--- src/rtl/detect_sched_if.sv ---
// Bus-side bundle for detect_sched: requester words in; grant, status and match count out.
interface detect_sched_if #(
  parameter int unsigned NREQ  = 4,
  parameter int unsigned WIDTH = 8
);
  localparam int unsigned CW = $clog2(WIDTH + 1);

  logic [NREQ-1:0]       req;
  logic [NREQ*WIDTH-1:0] data;
  logic [NREQ-1:0]       grant;
  logic                  busy;
  logic                  hit;
  logic                  done;
  logic [CW-1:0]         count;

  modport master (
    output req, data,
    input  grant, busy, hit, done, count
  );

  modport slave (
    input  req, data,
    output grant, busy, hit, done, count
  );
endinterface

--- src/rtl/detect_sched.sv ---
// Round-robin share of one serial "1101" Mealy detector among NREQ requesters.
// DETECT_OVERLAP_EN selects overlapping match counting; undefined gives non-overlapping.
module detect_sched #(
  parameter int unsigned NREQ  = 4,
  parameter int unsigned WIDTH = 8
) (
  input logic           clk,
  input logic           n_rst,
  detect_sched_if.slave bus
);
  localparam int unsigned PW = $clog2(NREQ);
  localparam int unsigned CW = $clog2(WIDTH + 1);

  typedef enum logic [1:0] {StIdle, StShift, StDone} state_e;
  typedef enum logic [1:0] {DetS0, DetS1, DetS11, DetS110} det_e;

`ifdef DETECT_OVERLAP_EN
  localparam det_e DetAfterMatch = DetS1;
`else
  localparam det_e DetAfterMatch = DetS0;
`endif

  state_e          state_q, state_d;
  det_e            det_q, det_d, det_step;
  logic [PW-1:0]   ptr_q, ptr_d, sel_q, sel_d;
  logic [NREQ-1:0] grant_q, grant_d;
  logic [WIDTH-1:0] shreg_q, shreg_d;
  logic [CW-1:0]   bit_q, bit_d, count_q, count_d;
  logic            hit_q, hit_d;
  logic            match;

  logic [WIDTH-1:0] words [NREQ];
  for (genvar k = 0; k < NREQ; k++) begin : g_words
    assign words[k] = bus.data[k*WIDTH +: WIDTH];
  end

  // First requesting index at or after ptr, wrapping modulo NREQ.
  logic          win_found;
  logic [PW-1:0] win_idx;
  logic [PW:0]   cand;
  always_comb begin
    win_found = 1'b0;
    win_idx   = '0;
    cand      = '0;
    for (int unsigned i = 0; i < NREQ; i++) begin
      cand = {1'b0, ptr_q} + (PW+1)'(i);
      if (cand >= (PW+1)'(NREQ)) cand = cand - (PW+1)'(NREQ);
      if (!win_found && bus.req[cand[PW-1:0]]) begin
        win_found = 1'b1;
        win_idx   = cand[PW-1:0];
      end
    end
  end

  always_comb begin
    match    = 1'b0;
    det_step = DetS0;
    unique case (det_q)
      DetS0:   det_step = shreg_q[WIDTH-1] ? DetS1  : DetS0;
      DetS1:   det_step = shreg_q[WIDTH-1] ? DetS11 : DetS0;
      DetS11:  det_step = shreg_q[WIDTH-1] ? DetS11 : DetS110;
      DetS110: begin
        match    = shreg_q[WIDTH-1];
        det_step = shreg_q[WIDTH-1] ? DetAfterMatch : DetS0;
      end
    endcase
  end

  always_comb begin
    state_d = state_q;
    det_d   = det_q;
    ptr_d   = ptr_q;
    sel_d   = sel_q;
    grant_d = grant_q;
    shreg_d = shreg_q;
    bit_d   = bit_q;
    count_d = count_q;
    hit_d   = 1'b0;
    unique case (state_q)
      StIdle: begin
        if (win_found) begin
          grant_d          = '0;
          grant_d[win_idx] = 1'b1;
          sel_d            = win_idx;
          shreg_d          = words[win_idx];
          bit_d            = '0;
          count_d          = '0;
          det_d            = DetS0;
          state_d          = StShift;
        end
      end
      StShift: begin
        det_d   = det_step;
        hit_d   = match;
        if (match && (count_q != '1)) count_d = count_q + 1'b1;
        shreg_d = {shreg_q[WIDTH-2:0], 1'b0};
        bit_d   = bit_q + 1'b1;
        if (bit_q == CW'(WIDTH - 1)) state_d = StDone;
      end
      StDone: begin
        grant_d = '0;
        ptr_d   = (sel_q == PW'(NREQ - 1)) ? '0 : sel_q + 1'b1;
        state_d = StIdle;
      end
      default: state_d = StIdle;
    endcase
  end

  always_ff @(posedge clk) begin
    if (!n_rst) begin
      state_q <= StIdle;
      det_q   <= DetS0;
      ptr_q   <= '0;
      sel_q   <= '0;
      grant_q <= '0;
      shreg_q <= '0;
      bit_q   <= '0;
      count_q <= '0;
      hit_q   <= 1'b0;
    end else begin
      state_q <= state_d;
      det_q   <= det_d;
      ptr_q   <= ptr_d;
      sel_q   <= sel_d;
      grant_q <= grant_d;
      shreg_q <= shreg_d;
      bit_q   <= bit_d;
      count_q <= count_d;
      hit_q   <= hit_d;
    end
  end

  assign bus.grant = grant_q;
  assign bus.busy  = (state_q != StIdle);
  assign bus.hit   = hit_q;
  assign bus.done  = (state_q == StDone);
  assign bus.count = count_q;

endmodule
--- src/flat_wrapper.sv ---
// flat-port wrapper written by rule: the top's interface ports become plain ports
module detect_sched_flat 
#(
  parameter int unsigned NREQ  = 4,
  parameter int unsigned WIDTH = 8
)
  (clk, n_rst, bus_req, bus_data, bus_grant, bus_busy, bus_hit, bus_done, bus_count);
  detect_sched_if #(.NREQ(NREQ), .WIDTH(WIDTH)) bus_i ();
  input logic clk;
  input logic n_rst;
  input wire logic [$bits(bus_i.req)-1:0] bus_req;
  input wire logic [$bits(bus_i.data)-1:0] bus_data;
  output wire logic [$bits(bus_i.grant)-1:0] bus_grant;
  output wire logic [$bits(bus_i.busy)-1:0] bus_busy;
  output wire logic [$bits(bus_i.hit)-1:0] bus_hit;
  output wire logic [$bits(bus_i.done)-1:0] bus_done;
  output wire logic [$bits(bus_i.count)-1:0] bus_count;
  assign bus_i.req = bus_req;
  assign bus_i.data = bus_data;
  assign bus_grant = bus_i.grant;
  assign bus_busy = bus_i.busy;
  assign bus_hit = bus_i.hit;
  assign bus_done = bus_i.done;
  assign bus_count = bus_i.count;
  detect_sched #(.NREQ(NREQ), .WIDTH(WIDTH)) u_core (.clk(clk), .n_rst(n_rst), .bus(bus_i));
endmodule
--- config.mk ---
export PLATFORM = sky130hd
export DESIGN_NAME = detect_sched_flat
export DESIGN_NICKNAME = d
export VERILOG_FILES = /design/src/rtl/detect_sched_if.sv /design/src/rtl/detect_sched.sv /design/src/flat_wrapper.sv
export SDC_FILE = /design/constraint.sdc
export NUM_CORES = 1
export LEC_CHECK = 0
export ABC_CLOCK_PERIOD_IN_PS = 1950
export BUFFER_PORTS_ARGS = -buffer_cell sky130_fd_sc_hd__buf_2
export CAP_MARGIN = 20
export CORE_ASPECT_RATIO = 2
export CORE_UTILIZATION = 45
export CTS_CLUSTER_SIZE = 25
export DETAILED_ROUTE_END_ITERATION = 16
export GPL_TIMING_DRIVEN = 0
export PLACE_DENSITY = 0.72
export SLEW_MARGIN = 10
export SYNTH_ARGS = -nofsm -noshare
export SYNTH_HDL_FRONTEND = slang
export SYNTH_SLANG_ARGS = --single-unit
export TNS_END_PERCENT = 1
--- constraint.sdc ---
create_clock -name clk -period 1.95 [get_ports clk]
set_input_delay 0.4875 -clock clk [delete_from_list [all_inputs] [get_ports clk]]
set_output_delay 0.4875 -clock clk [all_outputs]
set_load 0.05 [all_outputs]
After elaboration in Yosys (flattened, before gate mapping)
Index checks and enable logic that the tools add are counted.
Storage, ports and cells
  output and inout port bits: 11
  logic and storage cells: 105
  input port bits: 38
  bits in registers: 29
Operators by class
  equality and inequality tests: 11
  order comparisons: 11
  reduce and logical (&&, ||, !) cells: 19
  mux-type cells: 44
  bitwise logic cells: 1
  add/sub/neg operators: 10
Operator list (count)
  $mux 2: 13
  $mux 8: 3
  $pmux 4 s2: 3
  $bmux 8 s2: 1
  $pmux 8 s2: 1
  $lt 2x3->1 const B: 5
  $ge 3x3->1 const B: 4
  $mux 1: 12
  $mux 4: 3
  $reduce_and 2->1: 5
  $add 4x1->4 const B: 2
  $bmux 1 s2: 4
  $eq 2x2->1 const B: 4
  $pmux 2 s2: 2
  $pmux 2 s4: 1
  $sub 2x1->2 const B: 4
  $add 2x2->3 const B: 2
  $ne 2x1->1 const B: 3
  $reduce_bool 2->1: 3
  $logic_and 1x1->1: 5
  $eq 2x1->1 const B: 2
  $eq 4x3->1 const B: 1
  $logic_not 2->1: 2
  $ne 4x4->1 const B: 1
  8 further kinds: 10

Depth between registers and ports, before layout
Gate-level depths: netlist of run 1.
  depth in word-level cells: 20
  depth in mapped cells: 7

Worst setup path before layout of run 1
Ideal clock, no wire load.
  kind: input-to-reg
  from: input port bus_req[1]
  to: register u_core.shreg_q[6]
  arrival time: 1730 ps
  path slack: 86 ps
  stages: 6
  path buffers: 1
  cells stage by stage: or3b_1 > o221ai_4 > buf_6 > mux2_1 > o211ai_1 > a21oi_1
On the way
  cells in the longest elaborated chain, start to end: 18
  elaborated cells between the ends (all ways): 30
Ends and longest elaborated chain
  start: declaration: RTL line flat_wrapper.sv:11  | input wire logic [$bits(bus_i.req)-1:0] bus_req;
  $bmux 1 s2: RTL line detect_sched.sv:48  | if (!win_found && bus.req[cand[PW-1:0]]) begin
  $mux 1 (not written as such): RTL line detect_sched.sv:48
  $mux 1: RTL line detect_sched.sv:48
  $logic_not 1->1: RTL line detect_sched.sv:48
  $logic_and 1x1->1: RTL line detect_sched.sv:48
  $mux 1: RTL line detect_sched.sv:48
  $logic_not 1->1: RTL line detect_sched.sv:48
  $logic_and 1x1->1: RTL line detect_sched.sv:48
  $mux 1: RTL line detect_sched.sv:48
  $logic_not 1->1: RTL line detect_sched.sv:48
  $logic_and 1x1->1: RTL line detect_sched.sv:48
  $mux 2: RTL line detect_sched.sv:48
  $not 2->3 (not written as such): RTL line detect_sched.sv:85  | shreg_d = words[win_idx];
  $bmux 8 s2: RTL line detect_sched.sv:85
  $mux 8 (not written as such) (2 in series): RTL line detect_sched.sv:85
  $mux 8: RTL line detect_sched.sv:81  | if (win_found) begin
  $pmux 8 s2: RTL line detect_sched.sv:79  | unique case (state_q)
  end signal: assignment: RTL line detect_sched.sv:126  | shreg_q <= shreg_d;
  end: declaration: RTL line detect_sched.sv:27  | logic [WIDTH-1:0] shreg_q, shreg_d;
Parallel ways exist; a longest one is shown, timed or not. The select of a mux whose other input is x is not followed.
A chain may end at the register's enable or synchronous reset.

Worst setup path in the final report of run 1
  from: register u_core.ptr_q[1]
  to: register u_core.shreg_q[6]
On the way
  cells in the longest elaborated chain, start to end: 20
  elaborated cells between the ends (all ways): 45
Ends and longest elaborated chain
  start: declaration: RTL line detect_sched.sv:25  | logic [PW-1:0] ptr_q, ptr_d, sel_q, sel_d;
  start signal: assignment: RTL line detect_sched.sv:123  | ptr_q <= ptr_d;
  parallel branches: the longest is 20 deep, another holds $add 2x1->3
Parallel ways; which one is timed is not known. The select of a mux whose other input is x is not followed.

==> summary.txt, run 1 <==
Placed design
  • IO buf count: 48
  • Placed Cells: 261
  • Gpl congestion: 0.775
  • HPWL after detailed placement: 2800 um
  • DP Area: 1860 um^2

Clock tree
  • TritonCTS buffer count: 5
  • CTS clk-pin slew, worst paths: 0.06 ns
  • Postcts setup bufs: 0
  • Post-CTS resize count: 0
  • H-tree depth reported by CTS: 2
  • Sinks on Clock Net: 29
  • Hold buffers post-CTS: 0
  • CTS root buf: clkbuf_8
  • CTS tree: built
  • Clock Latency Late Sink: 0.28 ns
  • Clock Path Buffers: 2

GRT
  • Global route total overflow: 0
  • First-pass GRT wire length: 6100 um
  • Vias in the first global route: 1393
  • Total global-route track usage: 0.217
  • Initial antenna violation count: 0
  • Pin count of the biggest net entering global routing: 11

Status
  • Status: finished, violations left
  • Failing checks: DRC

Drt
  • Routed len/inst: 13.8 um
  • Post-route ant nets: 0
  • DR vias/cell: 5.55
  • First-pass DRT Iterations: 10
  • Drt drc: 2
  • Drt first-iter violations: 28
  • Total Wirelength: 3710 um
  • Vias: 1492

Critical path
  • Buf/Inv on CP: 1
  • Crit-path max FO: 10
  • Critical Path RT: 2.10 ns
  • Crit path launch type: flip-flop
  • CP Cell Sequence: or3b_4 > o221ai_4 > buf_8 > mux2_1 > o211ai_1 > a21oi_1
  • Worst EP arrival: 2.00 ns
  • Biggest cell delay along the critical path: 0.42 ns
  • Setup crit end kind: flip-flop
  • Crit-path leading delay family: simple AND/OR/NAND/NOR gates
  • Worst path slowest cell: or3b_4
  • Kind of critical path: reg2reg

Synth
  • Mapped Area: 1580 um^2
  • Cells after Synth: 181
  • Synthesized net count: 222
  • #FFs+latches synth: 29
  • Avg Inst Size Synth: 8.70 um^2
  • Cell variety after synth: 38
  • Syn. warnings: 0
  • Post-synthesis sequential area ratio: 0.369

Power
  • PD cells: 710 nW/um^2
  • Power Total: 1.39 mW
  • Peak supply drop: 0.564 mV
  • Lkg Pwr: 0.865 nW

Timing
  • Final Critical Period: 1.85 ns
  • Fin. Hold Viols: 0
  • Worst slew pin tran: 0.524 ns
  • RSZ-0062 raised after global routing: no
  • Final hold slack: 0.457 ns
  • Worst Skew: 0.00342 ns
  • Fmax: 540 MHz
  • Period utilization: 0.950
  • Pins Over Slew Limit: 0
  • Final setup violating endpoints: 0
  • Headroom to the max-slew limit: 0.650

Die
  • Die W: 43.8 um
  • Starting density of the core: 0.466
  • I/O pins: 49
  • Die Ht: 85.7 um
  • Row cnt: 30
  • Die area: 3760 um^2
  • Core Area: 3380 um^2

Final layout
  • Layout cells sized above 1: 0.270
  • # diodes: 0
  • Nets: 277
  • Area grow syn2layout: 24.1%
  • Fill cells: 329
  • Post-Layout Cell Count: 269
  • Fin area: 1950 um^2

Hold path
  • Hold Crit Class: reg2reg

Job
  • Max cap viols: 0
layout by cell type (no fill, tap or decap), types with 2 or more instances in the layout:
cell      synthesis  routed
a22oi_1           5       5
dfxtp_1          29      28
buf_2             1      49
nor2b_1          12      12
o211ai_1          6       6
clkbuf_8          0       5
o21ai_0           5       5
xnor2_1           2       2
xor2_1            3       3
clkbuf_1          7       8
ha_1              3       3
clkinv_2          0       2
a21oi_1          12      12
and2_1            2       2
mux2_1            8       8
nand2_1          20      20
mux2i_1          10       9
a21boi_1          8       8
nand3_1          12      11
or2_1             2       2
and4_1            2       2
nand4_1           2       2
inv_1             2       2
nor2_1           12      12
final cells by class:
class,count,area [um^2],share of cell area
plain buffers,9,46.3,0.0237
clock buffers,6,72.6,0.0371
clock inverters,2,10.0,0.00512
inverters,2,7.51,0.00384
multi-input cells,141,956,0.489
flip-flops and latches,29,582,0.298
well taps,32,40.0,0.0205
repair buffers,48,240,0.123
state kept, by name, indices dropped and copies added, names as in the netlist:
name              flops
u_core.bit_q          4
u_core.state_q        2
u_core.bus.hit        1
u_core.ptr_q          2
u_core.sel_q          2
u_core.bus.count      4
u_core.bus.grant      4
u_core.det_q          2
u_core.shreg_q        8
layer usage:
metal,part of all wire,wire [um],global-route usage,vias to the layer above
li1,-,-,-,757
met1,0.38,1420,0.217,695
met2,0.56,2090,0.410,34
met3,0.035,131,0.0463,6
met4,0.019,69,0.0852,0
met5,0,0,0,-
power breakdown:
part	total, mW	leakage (nW)	internal [mW]	switching (mW)
logic	0.270	0.583	0.114	0.156
registers	0.643	0.238	0.624	0.0181
clock network	0.474	0.0450	0.247	0.228
synthesized netlist by cell type:
cell	instances	area share
a21boi_1	8	0.038
a21oi_1	12	0.038
a21oi_2	1	0.0056
a221o_1	1	0.0064
a22o_1	1	0.0056
a22oi_1	5	0.024
and2_1	2	0.0079
and3_1	1	0.0040
and4_1	2	0.011
buf_2	1	0.0032
buf_6	1	0.0071
clkbuf_1	7	0.017
dfxtp_1	29	0.37
ha_1	3	0.024
inv_1	2	0.0048
mux2_1	8	0.057
mux2i_1	10	0.064
nand2_1	20	0.048
nand2b_1	1	0.0040
nand3_1	12	0.038
nand3b_1	1	0.0048
nand4_1	2	0.0079
nor2_1	12	0.029
nor2b_1	12	0.048
nor3_1	1	0.0032
nor3_2	1	0.0064
nor3b_1	1	0.0048
nor4_1	1	0.0040
o211ai_1	6	0.029
o21a_1	1	0.0048
o21ai_0	5	0.016
o21bai_1	1	0.0048
o221ai_4	1	0.017
o2bb2ai_1	1	0.0056
or2_1	2	0.0079
or3b_1	1	0.0056
xnor2_1	2	0.011
xor2_1	3	0.017
kinds of logic (layout without fill, tap and decap cells):
logic type,count (synthesis),after routing,share of synthesized area
fa+ha+maj,3,3,0.0238
compound gates,43,43,0.194
mux,18,18,0.121
xor+xnor,5,5,0.0278
simple gates,72,72,0.234
buf+inv,11,67,0.0318
flops,29,29,0.369
worst paths after layout:
check	to	startpoint	slack, ns	cells after the start
worst max-delay path	u_core.shreg_q[6]	u_core.ptr_q[1]	0.1	6
worst min-delay path	u_core.shreg_q[0]	u_core.shreg_q[0]	0.46	2
worst max register to register	u_core.shreg_q[6]	u_core.ptr_q[1]	0.1	6
worst min register to register	u_core.shreg_q[0]	u_core.shreg_q[0]	0.46	2
through the flow:
| step | setup WS, ns | TNS [ns] | util |
|---|---|---|---|
| after floorplan | 0.0859 | 0 | - |
| after global placement | -0.217 | -0.747 | 0.549 |
| after detailed placement | -0.205 | -0.699 | 0.549 |
| after CTS | 0.0181 | 0 | 0.574 |
| after global routing | 0.0179 | 0 | 0.579 |
| final | 0.0984 | 0 | 0.579 |
tightest hold or removal path, cell delays in order (launching register included):
cell	delay [ns]
dfxtp_1	0.31
nand2_1	0.05
a21boi_1	0.05
(Power assumes the default switching activity.)
==> inputs of run 2 (changes only) <==
--- a/config.mk
+++ b/config.mk
@@ -5,15 +5,16 @@
 export SDC_FILE = /design/constraint.sdc
 export NUM_CORES = 1
 export LEC_CHECK = 0
+export ABC_AREA = 1
 export ABC_CLOCK_PERIOD_IN_PS = 1950
 export BUFFER_PORTS_ARGS = -buffer_cell sky130_fd_sc_hd__buf_2
 export CAP_MARGIN = 20
 export CORE_ASPECT_RATIO = 2
-export CORE_UTILIZATION = 45
+export CORE_UTILIZATION = 47
 export CTS_CLUSTER_SIZE = 25
 export DETAILED_ROUTE_END_ITERATION = 16
 export GPL_TIMING_DRIVEN = 0
-export PLACE_DENSITY = 0.72
+export PLACE_DENSITY = 0.73
 export SLEW_MARGIN = 10
 export SYNTH_ARGS = -nofsm -noshare
 export SYNTH_HDL_FRONTEND = slang
==> summary.txt, run 2 <==
Synth
  • Commonest cells post-synth: nand2_1, inv_1, dfxtp_1
  • Cells after Synth: 294 (+62%)
  • Syn. warnings: 0 (unchanged)
  • Synthesized net count: 335 (+51%)
  • Post-synthesis sequential area ratio: 0.319 (-0.0494)
  • #FFs+latches synth: 29 (unchanged)
  • Mapped Area: 1820 um^2 (+15%)
  • Async set or reset register ratio after synthesis: 0 (unchanged)
  • Largest area contributor in the netlist: dfxtp_1
  • Share of the synthesized area in the top cell type: 0.319 (-0.0494)
  • Most frequent cell after synthesis: nand2_1
  • Top_reg_cell synth: dfxtp_1
  • Post-synth EDFFs: 0 (unchanged)
  • Avg Inst Size Synth: 6.19 um^2 (-29%)
  • Cell variety after synth: 30 (-21%)
  • Top cells by area, synth: dfxtp_1, nand2_1, inv_1, a21oi_1, nand3_1

Critical path
  • Crit-path max FO: 9 (-1)
  • Worst EP arrival: 2.11 ns (+0.11 ns)
  • Reg2reg path depth: 14 (+8)
  • FF-to-FF End: u_core.shreg_q[6]
  • Reg2Reg Setup Slack: 0.05 ns (-0.05 ns)
  • Kind of critical path: reg2reg
  • Setup crit end kind: flip-flop
  • Critical Path RT: 2.15 ns (+0.05 ns)
  • Crit path launch type: flip-flop
  • R2R Path Start: u_core.ptr_q[0]

Final layout
  • # diodes: 0 (unchanged)
  • Number of flip-flops under the largest register name: 8 (unchanged)
  • Area grow syn2layout: 32.3%
  • Multi-input logic area: 1130 um^2 (+18%)
  • Most frequent cells in the layout: nand2_1, buf_2, inv_1
  • Post-Layout Cell Count: 406 (+51%)
  • Most common cell after layout, fill and taps aside: nand2_1
  • Top reg by flops: u_core.shreg_q
  • Fill cells: 364 (+11%)
  • Nets: 397 (+43%)
  • Sequential cell area: 586 um^2 (+0.65%)
  • Layout cells sized above 1: 0.305 (+0.0353)

Clock tree
  • CTS root buf: clkbuf_8
  • H-tree depth reported by CTS: 2 (unchanged)
  • CTS tree: built
  • Clock Latency Late Sink: 0.28 ns (about the same)
  • CTS clk-pin slew, worst paths: 0.06 ns (about the same)
  • Clock Path Buffers: 2 (unchanged)
  • TritonCTS buffer count: 5 (unchanged)
  • Sinks on Clock Net: 29 (unchanged)

Drt
  • Post-route ant nets: 0 (unchanged)
  • Drt first-iter violations: 42 (+50%)
  • First-pass DRT Iterations: 4 (-6)
  • DR vias/cell: 5.10 (-8.0%)
  • Total Wirelength: 5300 um (+43%)
  • Drt drc: 0 (-2)
  • Vias: 2072 (+39%)
  • Routed len/inst: 13.1 um (-5.2%)

Placed design
  • IO buf count: 48 (unchanged)
  • Gpl congestion: 0.818 (+5.5%)
  • Placed Cells: 391 (+50%)
  • HPWL after detailed placement: 3740 um (+34%)

Timing
  • Final Critical Period: 1.90 ns (+0.0512 ns)
  • Fmax: 526 MHz (-2.7%)
  • RSZ-0062 raised after global routing: yes
  • Pins Over Slew Limit: 0 (unchanged)
  • Headroom to the max-slew limit: 0.681 (+0.0319)
  • Setup tns final: 0 ns (unchanged)
  • Final setup violating endpoints: 0 (unchanged)
  • Fin. Hold Viols: 0 (unchanged)
  • Worst Skew: 0.00808 ns (+0.00466 ns)
  • Period utilization: 0.976 (+0.0263)
  • Worst slew pin tran: 0.478 ns (-0.0459 ns)

GRT
  • Vias in the first global route: 1901 (+36%)
  • Initial antenna violation count: 0 (unchanged)
  • First-pass GRT wire length: 7690 um (+26%)
  • Pin count of the biggest net entering global routing: 11 (unchanged)
  • Global route total overflow: 0 (unchanged)
  • Total global-route track usage: 0.248 (+0.0308)

Die
  • Row cnt: 31 (+3.3%)
  • Starting density of the core: 0.499 (+0.0327)
  • I/O pins: 49 (unchanged)
  • Core Area: 3650 um^2 (+7.9%)
  • Die Ht: 90.0 um (+5.0%)
  • Die area: 4140 um^2 (+10%)
  • Die W: 46.0 um (+4.9%)

Power
  • Lkg Pwr: 1.22 nW (+41%)
  • Peak supply drop: 0.509 mV (-9.7%)
  • PD cells: 616 nW/um^2 (-13%)

Hold path
  • Hold Crit Class: reg2reg
  • Hold Crit Depth: 1 (-1)
  • HP Start: u_core.bit_q[3]
  • Hold Path End: u_core.state_q[1]

Job
  • Max cap viols: 0 (unchanged)

Status
  • Status: finished clean
-- run 2: changes by cell type in the layout (fill, tap and decap cells not counted), sizes merged, moves of 8 or more --
cell	before	now
nor2b	12	0
nand2	20	108
o21ai	5	20
inv	2	42
nand3	12	21
a21boi	8	0
mux2i	10	0
buf	50	61
mux2	8	0
-- run 2: critical path, cell delays in order, from the launching register on --
cell and delay (ns):
dfxtp_2 0.33, inv_2 0.08, buf_6 0.13, nand2_2 0.05, nand2_2 0.10, nand2_2 0.09
a31oi_1 0.16, nand2_1 0.11, nor2_4 0.16, inv_4 0.08, nor2_4 0.18, nand2_1 0.07
o21ai_1 0.07, nand2_1 0.08, a21oi_1 0.13
-- run 2: how the worst max path moves through the flow --
| stage | end | slack [ns] | depth (start not counted) | startpoint |
|---|---|---|---|---|
| 6_report | u_core.shreg_q[6] | 0.05 | 14 | u_core.ptr_q[0] |
| 5_1_grt | u_core.shreg_q[7] | -0.11 | 14 | u_core.ptr_q[0] |
| 4_1_cts | u_core.shreg_q[6] | 0.02 | 14 | u_core.ptr_q[0] |
| 3_5_place_dp | u_core.shreg_q[2] | -0.16 | 14 | bus_req[3] |
| 3_3_place_gp | u_core.shreg_q[3] | -0.17 | 14 | bus_req[3] |
| 2_1_floorplan | u_core.shreg_q[5] | 0.28 | 13 | bus_req[3] |
-- run 2: logic make-up after synthesis --
group           after synthesis  share of synthesized area
xor+xnor                      1                    0.00482
fa+ha+maj                     3                     0.0206
simple gates                158                      0.376
compound gates               51                      0.156
flops                        29                      0.319
buf+inv                      52                      0.124
-- run 2: layout make-up --
cell class                 count  area share
multi-input combinational    213       0.470
tap                           49      0.0255
timing repair buffer          55       0.126
sequential                    29       0.243
inverter                      44      0.0717
buffer                         8      0.0296
clock buffer                   8      0.0333
-- run 2: report_power, final --
group | switching (mW) | leakage (nW) | internal, mW
Sequential | 0.0217 | 0.238 | 0.626
Clock | 0.221 | 0.0395 | 0.253
Combinational | 0.230 | 0.945 | 0.132
-- run 2: per-layer routing --
metal | share of wire | routed length, um | up-vias | global-route usage
met3 | 0.029 | 152 | 8 | 0.0422
met5 | 0 | 0 | - | 0
li1 | - | - | 1070 | -
met2 | 0.59 | 3120 | 38 | 0.485
met4 | 0.017 | 92 | 0 | 0.0907
met1 | 0.37 | 1940 | 956 | 0.224
-- run 2: metrics by stage --
step / util / hold WS [ns] / cell area, um^2 / power [mW] / worst slack [ns]
2_1_floorplan: - / 0.416 / 1820 / 0.879 / 0.281
3_3_place_gp: 0.582 / 0.428 / 2120 / 0.977 / -0.170
3_5_place_dp: 0.582 / 0.435 / 2120 / 0.980 / -0.158
4_1_cts: 0.607 / 0.449 / 2210 / 1.46 / 0.0201
5_1_grt: 0.660 / 0.474 / 2410 / 1.55 / -0.109
6_report: 0.660 / 0.450 / 2410 / 1.48 / 0.0472
-- run 2: what timing repair did --
item,in CTS,in global routing
endpoints found under the setup margin,7,17
hold buffers,0,0
gates resized for setup,6,45
gates cloned,0,2
endpoints found under the hold margin,0,0
buffers inserted,0,5
pin swaps,1,19
